===== src/rtl/i2c_pkg.sv =====
// i2c_pkg: shared state encoding and ACK/NACK bit values for the I2C master
package i2c_pkg;
    typedef enum logic [3:0] {
        IDLE, START, ADDR, ADDR_ACK, WR_DATA, WR_ACK, RD_DATA, RD_ACK, STOP
    } i2c_mst_state_e;
    localparam logic I2C_ACK  = 1'b0;
    localparam logic I2C_NACK = 1'b1;
endpackage


===== src/rtl/i2c_bit_timer.sv =====
// i2c_bit_timer: quarter-bit and phase counters that pace every SCL bit
module i2c_bit_timer #(
    parameter int CLK_DIV = 4
) (
    input  logic       clk,
    input  logic       rst,
    input  logic       freeze,
    output logic [1:0] phase,
    output logic       quarter_start,
    output logic       bit_end
);
    localparam int QW = $clog2(CLK_DIV);
    logic [QW-1:0] qcnt;
    logic          quarter_end;
    assign quarter_end   = qcnt == QW'(CLK_DIV - 1);
    assign quarter_start = qcnt == '0;
    assign bit_end       = quarter_end && phase == 2'd3 && !freeze;
    always_ff @(posedge clk) begin
        if (rst) begin
            qcnt  <= '0;
            phase <= 2'd0;
        end else if (!freeze) begin
            qcnt <= quarter_end ? '0 : qcnt + QW'(1);
            if (quarter_end) phase <= phase + 2'd1;
        end
    end
endmodule


===== src/rtl/i2c_master_ctrl.sv =====
// i2c_master_ctrl: byte-oriented I2C master running START, address, data bytes and STOP per command
module i2c_master_ctrl #(
    parameter int CLK_DIV   = 4,
    parameter int MAX_BYTES = 16,
    parameter int LEN_W     = $clog2(MAX_BYTES + 1)
) (
    input  logic             clk,
    input  logic             rst,
    input  logic             cmd_valid,
    output logic             cmd_ready,
    input  logic [6:0]       cmd_addr,
    input  logic             cmd_rw,
    input  logic [LEN_W-1:0] cmd_len,
    input  logic [7:0]       tx_data,
    input  logic             tx_valid,
    output logic             tx_ready,
    output logic [7:0]       rx_data,
    output logic             rx_valid,
    output logic             busy,
    output logic             done,
    output logic             err,
    output logic             scl,
    output logic             sda_out,
    output logic             oen,
    input  logic             sda_in
);
    import i2c_pkg::*;
    localparam logic [LEN_W-1:0] MAX_LEN = LEN_W'(MAX_BYTES);
    i2c_mst_state_e   state, nstate;
    logic [7:0]       sh;
    logic [2:0]       bcnt;
    logic [LEN_W-1:0] blen;
    logic             rw_q, samp, sda, need_load, freeze, shifting;
    logic [1:0]       phase;
    logic             quarter_start, bit_end;
    i2c_bit_timer #(.CLK_DIV(CLK_DIV)) u_timer (
        .clk(clk), .rst(rst), .freeze(freeze),
        .phase(phase), .quarter_start(quarter_start), .bit_end(bit_end)
    );
    // The first clk of every write byte is where tx data is taken; without data the bus waits there with scl low
    assign need_load = state == WR_DATA && bcnt == 3'd7 && phase == 2'd0 && quarter_start;
    assign freeze    = state == IDLE || (need_load && !tx_valid);
    assign tx_ready  = need_load && tx_valid;
    assign shifting  = state == ADDR || state == WR_DATA || state == RD_DATA;
    assign cmd_ready = state == IDLE;
    assign busy      = state != IDLE;
    assign scl       = state == IDLE || (state == START ? phase != 2'd3 : phase[1]);
    assign sda_out   = sda;
    assign oen       = sda;
    always_comb begin
        sda = 1'b1;
        case (state)
            START:   sda = !phase[1];
            ADDR:    sda = sh[7];
            WR_DATA: sda = need_load ? (!tx_valid || tx_data[7]) : sh[7];
            RD_ACK:  sda = blen != '0 ? I2C_ACK : I2C_NACK;
            STOP:    sda = phase == 2'd3;
            default: sda = 1'b1;
        endcase
    end
    always_comb begin
        nstate = state;
        case (state)
            IDLE:     nstate = cmd_valid ? START : IDLE;
            START:    nstate = bit_end ? ADDR : START;
            ADDR:     nstate = bit_end && bcnt == 3'd0 ? ADDR_ACK : ADDR;
            ADDR_ACK: nstate = !bit_end ? ADDR_ACK :
                               (samp == I2C_NACK || blen == '0) ? STOP :
                               rw_q ? RD_DATA : WR_DATA;
            WR_DATA:  nstate = bit_end && bcnt == 3'd0 ? WR_ACK : WR_DATA;
            WR_ACK:   nstate = !bit_end ? WR_ACK :
                               (samp == I2C_NACK || blen == '0) ? STOP : WR_DATA;
            RD_DATA:  nstate = bit_end && bcnt == 3'd0 ? RD_ACK : RD_DATA;
            RD_ACK:   nstate = !bit_end ? RD_ACK : blen == '0 ? STOP : RD_DATA;
            STOP:     nstate = bit_end ? IDLE : STOP;
            default:  nstate = IDLE;
        endcase
    end
    always_ff @(posedge clk) begin
        if (rst) begin
            state    <= IDLE;
            sh       <= '0;
            bcnt     <= '0;
            blen     <= '0;
            rw_q     <= 1'b0;
            samp     <= 1'b1;
            err      <= 1'b0;
            done     <= 1'b0;
            rx_valid <= 1'b0;
            rx_data  <= '0;
        end else begin
            state    <= nstate;
            done     <= state == STOP && bit_end;
            rx_valid <= 1'b0;
            if (state == IDLE && cmd_valid) begin
                sh   <= {cmd_addr, cmd_rw};
                rw_q <= cmd_rw;
                bcnt <= 3'd7;
                blen <= cmd_len > MAX_LEN ? MAX_LEN : cmd_len;
                err  <= 1'b0;
            end
            if (phase == 2'd3 && quarter_start) begin
                samp <= sda_in;
                if (state == RD_DATA) sh <= {sh[6:0], sda_in};
            end
            if (tx_ready) sh <= tx_data;
            // bcnt wraps 0 -> 7 so every byte starts at bit 7 without an explicit reload
            if (bit_end && shifting) begin
                bcnt <= bcnt - 3'd1;
                if (state != RD_DATA) sh <= {sh[6:0], 1'b1};
                if (bcnt == 3'd0 && state != ADDR) blen <= blen - LEN_W'(1);
                if (bcnt == 3'd0 && state == RD_DATA) begin
                    rx_data  <= sh;
                    rx_valid <= 1'b1;
                end
            end
            if (bit_end && (state == ADDR_ACK || state == WR_ACK) && samp == I2C_NACK) err <= 1'b1;
        end
    end
endmodule


===== config.mk =====
export PLATFORM = sky130hd
export DESIGN_NAME = i2c_master_ctrl
export DESIGN_NICKNAME = d
export VERILOG_FILES = /design/src/rtl/i2c_pkg.sv /design/src/rtl/i2c_bit_timer.sv /design/src/rtl/i2c_master_ctrl.sv
export SDC_FILE = /design/constraint.sdc
export NUM_CORES = 1
export LEC_CHECK = 0
export ABC_AREA = 1
export CAP_MARGIN = 20
export CORE_UTILIZATION = 55
export CTS_CLUSTER_DIAMETER = 40
export DETAILED_ROUTE_END_ITERATION = 12
export PLACE_DENSITY = 0.92
export SETUP_SLACK_MARGIN = 0.02
export SYNTH_ARGS = -nofsm -noshare
export SYNTH_HDL_FRONTEND = slang
export SYNTH_SLANG_ARGS = --single-unit

===== constraint.sdc =====
create_clock -name clk -period 2.75 [get_ports clk]
set_input_delay 0.4125 -clock clk [delete_from_list [all_inputs] [get_ports clk]]
set_output_delay 0.4125 -clock clk [all_outputs]
set_load 0.1 [all_outputs]

# ---- Word level (Yosys, flattened, before mapping)
# Index checks and enable logic that the tools add are counted.
dict set report totals {
  inputBits 26
  rom_bits 0
  regBits 37
  ramBits 0
  n_memories 0
  latchBits 0
}
dict set report classes {
  magnitude_cmp 1
  muxes 34
  shift 0
  bitwise_logic 2
  div_mod_pow 0
  addsub 4
  n_eq_ne 14
  n_reduce_logical 38
  mul 0
}
# operator n
set ops {}
lappend ops {{$mux 8} 6}
lappend ops {{$pmux 4 s9} 1}
lappend ops {{$mux 4} 7}
lappend ops {{$mux 5} 4}
lappend ops {{$eq 4x3->1 const B} 4}
lappend ops {{$logic_and 1x1->1} 16}
lappend ops {{$mux 1} 10}
lappend ops {{$eq 4x2->1 const B} 2}
lappend ops {{$logic_or 1x1->1} 7}
lappend ops {{$mux 2} 3}
lappend ops {{$mux 3} 2}
lappend ops {{$gt 5x5->1 const B} 1}
lappend ops {{$logic_not 5->1} 1}
lappend ops {{$pmux 1 s5} 1}
lappend ops {{$reduce_bool 5->1} 1}
lappend ops {{$sub 5x1->5 const B} 1}
lappend ops {{$add 2x1->2 const B} 2}
lappend ops {{$eq 2x2->1 const B} 2}
lappend ops {{$eq 4x1->1 const B} 1}
lappend ops {{$eq 4x4->1 const B} 1}
lappend ops {{$logic_not 2->1} 2}
lappend ops {{$logic_not 4->1} 1}
lappend ops {{$ne 4x2->1 const B} 1}
lappend ops {{$ne 4x3->1 const B} 1}
lappend ops {{10 further kinds} 15}

# ---- Logic depth before layout (Yosys ltp)
dict set report depth {
  word_depth 11
  ltp_mapped 12
  ltp_nobuf 12
}

# ---- Modules after synthesis
# From an unflattened synthesis, not the netlist that was laid out.
dict set report unflattened {
  cells_unflattened 337
  area_unflattened_um2 2314.7
}
# mod instances area_each_um2 cells_each seq_area_each_um2
set by_module_without_submodules {}
lappend by_module_without_submodules {i2c_master_ctrl 1 2104.5 308 660.6}
lappend by_module_without_submodules {i2c_bit_timer 1 210.2 29 80.1}

# ---- Worst setup path after synthesis
# OpenSTA, ideal clock, no wires.
dict set report synth_timing {
  path_kind {register -> output}
  startpoint {reg u_timer.qcnt[0]}
  endpoint {out sda_out}
  t_arrival_ns 2.907
  stages_incl_launch_ff 10
  n_path_buf 1
  slack_ns -0.569
  path_cell_list {dfxtp_1 inv_1 ha_1 nand2_1 nor2_1 nand3_2 or2_1 o211ai_1 nand4_1 buf_4}
}
dict set report synth_via {
  elab_chain_cells 4
}
# element line_no
set synth_rtl {}
lappend synth_rtl {{start, declared} i2c_bit_timer.sv:13} ;# logic [QW-1:0] qcnt;
lappend synth_rtl {{start signal, assigned} i2c_bit_timer.sv:23} ;# qcnt <= quarter_end ? '0 : qcnt + QW'(1);
lappend synth_rtl {{$logic_not 2->1} i2c_bit_timer.sv:16} ;# assign quarter_start = qcnt == '0;
lappend synth_rtl {{$logic_and 1x1->1} i2c_master_ctrl.sv:41} ;# assign need_load = state == WR_DATA && bcnt == 3'd7 && phase == 2'd0 && quarter_start;
lappend synth_rtl {{$mux 1} i2c_master_ctrl.sv:55} ;# WR_DATA: sda = need_load ? (!tx_valid || tx_data[7]) : sh[7];
lappend synth_rtl {{$pmux 1 s5} i2c_master_ctrl.sv:52} ;# case (state)
lappend synth_rtl {{end, declared} i2c_master_ctrl.sv:23} ;# output logic sda_out,
# Every way passes these cells.

# ---- Final worst setup path
# Ends and elaborated chain as after synthesis.

==> summary.md <==
| Metric | Value |
|---|---|
| Cell area power density | `between 400 and 500 nW/um^2` |
| Actual slew at the worst max-slew pin | `0.658 ns` |
| Die X | `roughly 66 um` |
| Post-synth net total | `378` |
| Final Skew | `0.0132 ns` |
| Pwr Total | `1.32 mW` |
| Max-cap violations | `0` |
| Avg WL per Cell | `12.3 um` |
| Post-CTS Setup Inserts | `0` |
| CTS tree | `built` |
| Slew headroom | `56.1%` |
| Final setup margin | `approximately 0.23 ns` |
| RSZ-0062 raised after global routing | `no` |
| Synth Cell Area | `2230 sq um` |
| GRT Util Overall | `~27%` |
| Sequential area share after synthesis | `33.2%` |
| # hold bufs at CTS | `0` |
| Die area | `4320 sq um` |
| Worst slack at placement | `0.472 ns` |
| Number of global-route vias before repair | `2,038` |
| CTS sink count | `37` |
| Iter 0 DRT Violations | `196` |
| Most common cell after layout, fill and taps aside | `nand2_1` |
| Worst-Skew Late Latency | `roughly 0.3 ns` |
| Vert. Die Dim | `approximately 66 um` |
| IO Port Bufs | `42` |
| Worst EP required | `2.34 ns` |
| Setup violators final | `0` |
| Fmax | `397 MHz` |
| Routed WL | `5.38 mm` |
| Post-synth top area cell | `dfxtp_1` |
| Worst path slowest cell | `dfxtp_1` |
| Placed cell count | `429` |
| Grt total ovfl | `0` |
| Inserted Clock Buffers | `5` |
| Distinct cells, synth | `33` |
| Nets@finish | `422` |
| WL met2 | `~2.5 mm` |
| Worst hold path class | `reg2reg` |
| Worst path max stage delay | `0.33 ns` |
| Clock Path Buffers | `2` |
| Hold Vio Cnt, Final | `0` |
| Post-DP HPWL | `between 4 and 5 mm` |
| Min Hold Slack | `0.473 ns` |
| DR pass1 iterations | `4` |
| Worst vdd ir | `396 uV` |
| Last weighted congestion value of the routability-driven placer | `around 0.84` |
| Slew Limit Fails | `0` |
| YS warnings | `0` |
| Mapped Cells | `344` |
| Status | `finished clean` |
| P&R area growth vs syn | `26.0%` |
| CTS Root Cell | `clkbuf_8` |
| Largest net degree at the start of global routing | `27` |
| Via count | `2,293` |
| Worst setup SP type | `flop` |
| Synthesis-stage register bit count | `37` |
| Initial Utilization | `59.2%` |
| Period utilisation layout | `91.6%` |
| Htree depth | `2` |
| Largest cells by area after synthesis | `dfxtp_1 33%, nand2_1 12%, nor2_1 11%` |
| Critical path class | `reg2out` |
| Top Metal Used | `met4` |
| Crit path max fanout | `3` |
| Row count | `22` |
| Ant. Diodes | `0` |
| Worst path cell trace | `inv_1, ha_1, nand2_1, nor2_4, nand3_2, or2_1, o211ai_1, nand4_1, buf_12` |
| First-pass GRT wire length | `8.91 mm` |
| Most frequent cells in the layout | `74 x nand2_1, 63 x nor2_1, 37 x dfxtp_1, 36 x inv_1` |
| # IOs | `between 40 and 50` |
| Critical Path End Type | `output port` |
| DRC | `0` |
| Core box area | `~3800 sq um` |
| M1 WL | `2.38 mm` |
| Proportion of layout cells with a drive suffix above 1 | `14.7%` |
| Final setup TNS | `0 ns` |
| Yosys top cell area share | `33.2%` |
| Worst path arrival time | `approximately 2.1 ns` |
| Pleak | `1.29 nW` |
| Post-Layout Cell Count | `437` |
| Clock transition at path regs | `about 0.08 ns` |
| Resized Gates After CTS | `0` |
| Synthesized area per cell | `around 6.5 sq um` |
| Vias per inst | `approximately 5.2` |
| Tmin final | `2.52 ns` |
| Post-route antenna net violation count | `0` |
| Antenna violations before repair | `0` |
| DR WL met3 | `369 um` |
-- worst max-delay path, delay by kind of cell, from the launching register on --
family	cells	cell delay (ns)
AOI/OAI and AO/OA	1	0.10
and+or+nand+nor	5	0.89
DFF	1	0.33
buffers and inverters	2	0.32
adders and majority gates	1	0.17
-- cell families (layout without fill, tap and decap cells) --
kind of cell	Yosys count	count (layout)	share of synthesized area, %
xor gates and xnor gates	2	2	0.785
DFF	37	37	33.2
and+or+nand+nor	198	198	41.1
buffers and inverters	51	96	9.14
AOI/OAI and AO/OA	48	48	11.3
adders and majority gates	8	8	4.49
-- cell type report --
cell class	count	area [sq um]
Tap cell	48	60.1
Sequential cell	37	741
Clock buffer	5	68.8
Clock inverter	3	46.3
Multi-Input combinational cell	256	1300
Inverter	44	168
Fill cell	299	960
Timing Repair Buffer	44	430
-- cells in the mapped netlist --
library cell / instances
buf_2: 2
inv_2: 6
nand2_4: 1
o21ai_1: 10
inv_4: 1
o21bai_1: 1
nor2_4: 2
nand2_1: 74
or2_1: 1
or2_2: 5
xor2_1: 2
nor3_1: 4
a21oi_1: 12
clkinv_1: 1
nand3_4: 2
o211ai_1: 2
nor2_2: 4
nand3_2: 2
nor2_8: 1
inv_1: 36
nand2_2: 4
a31oi_1: 1
or2_0: 2
ha_1: 8
nand4_1: 6
o21ai_0: 21
buf_4: 2
clkbuf_1: 3
dfxtp_1: 37
nor4_1: 1
nand3_1: 25
nor2_1: 64
a22o_1: 1
-- path summary, 6_finish.rpt --
| path | startpoint | to | slack (ns) | cells after the start |
|---|---|---|---|---|
| setup reg to reg | u_timer.qcnt[0] | sh[5] | 0.95 | 11 |
| hold / removal | rw_q | rw_q | 0.47 | 2 |
| setup / recovery | u_timer.qcnt[0] | sda_out | 0.23 | 9 |
| hold reg to reg | rw_q | rw_q | 0.47 | 2 |
-- state kept, by name (all words and copies together) (netlist names) --
register and flops:
rx_valid 1, samp 1, rw_q 1, sh 8, state 4, err 1, bcnt 3, u_timer.phase 2
done 1, rx_data 8, u_timer.qcnt 2, blen 5
-- per-stage QoR --
step | util (%) | cell area [sq um]
after floorplan | - | 2250
after global placement | 71.5 | 2700
after detailed placement | 71.5 | 2700
after CTS | 74.6 | 2810
after global routing | 74.6 | 2810
final | 74.6 | 2810
-- report_power, final --
group / switching [mW] / internal [mW]
Clock: 0.211 / 0.271
Sequential: 0.0198 / 0.557
Combinational: 0.157 / 0.0998
Total: 0.389 / 0.928
-- per-layer routing --
layer	global-route usage, %	vias to the layer above
li1	-	1188
met1	33.5	1022
met2	45.2	73
met3	6.08	10
met4	12.2	0
met5	0	-
No activity file was read; power rests on OpenSTA's default activity.
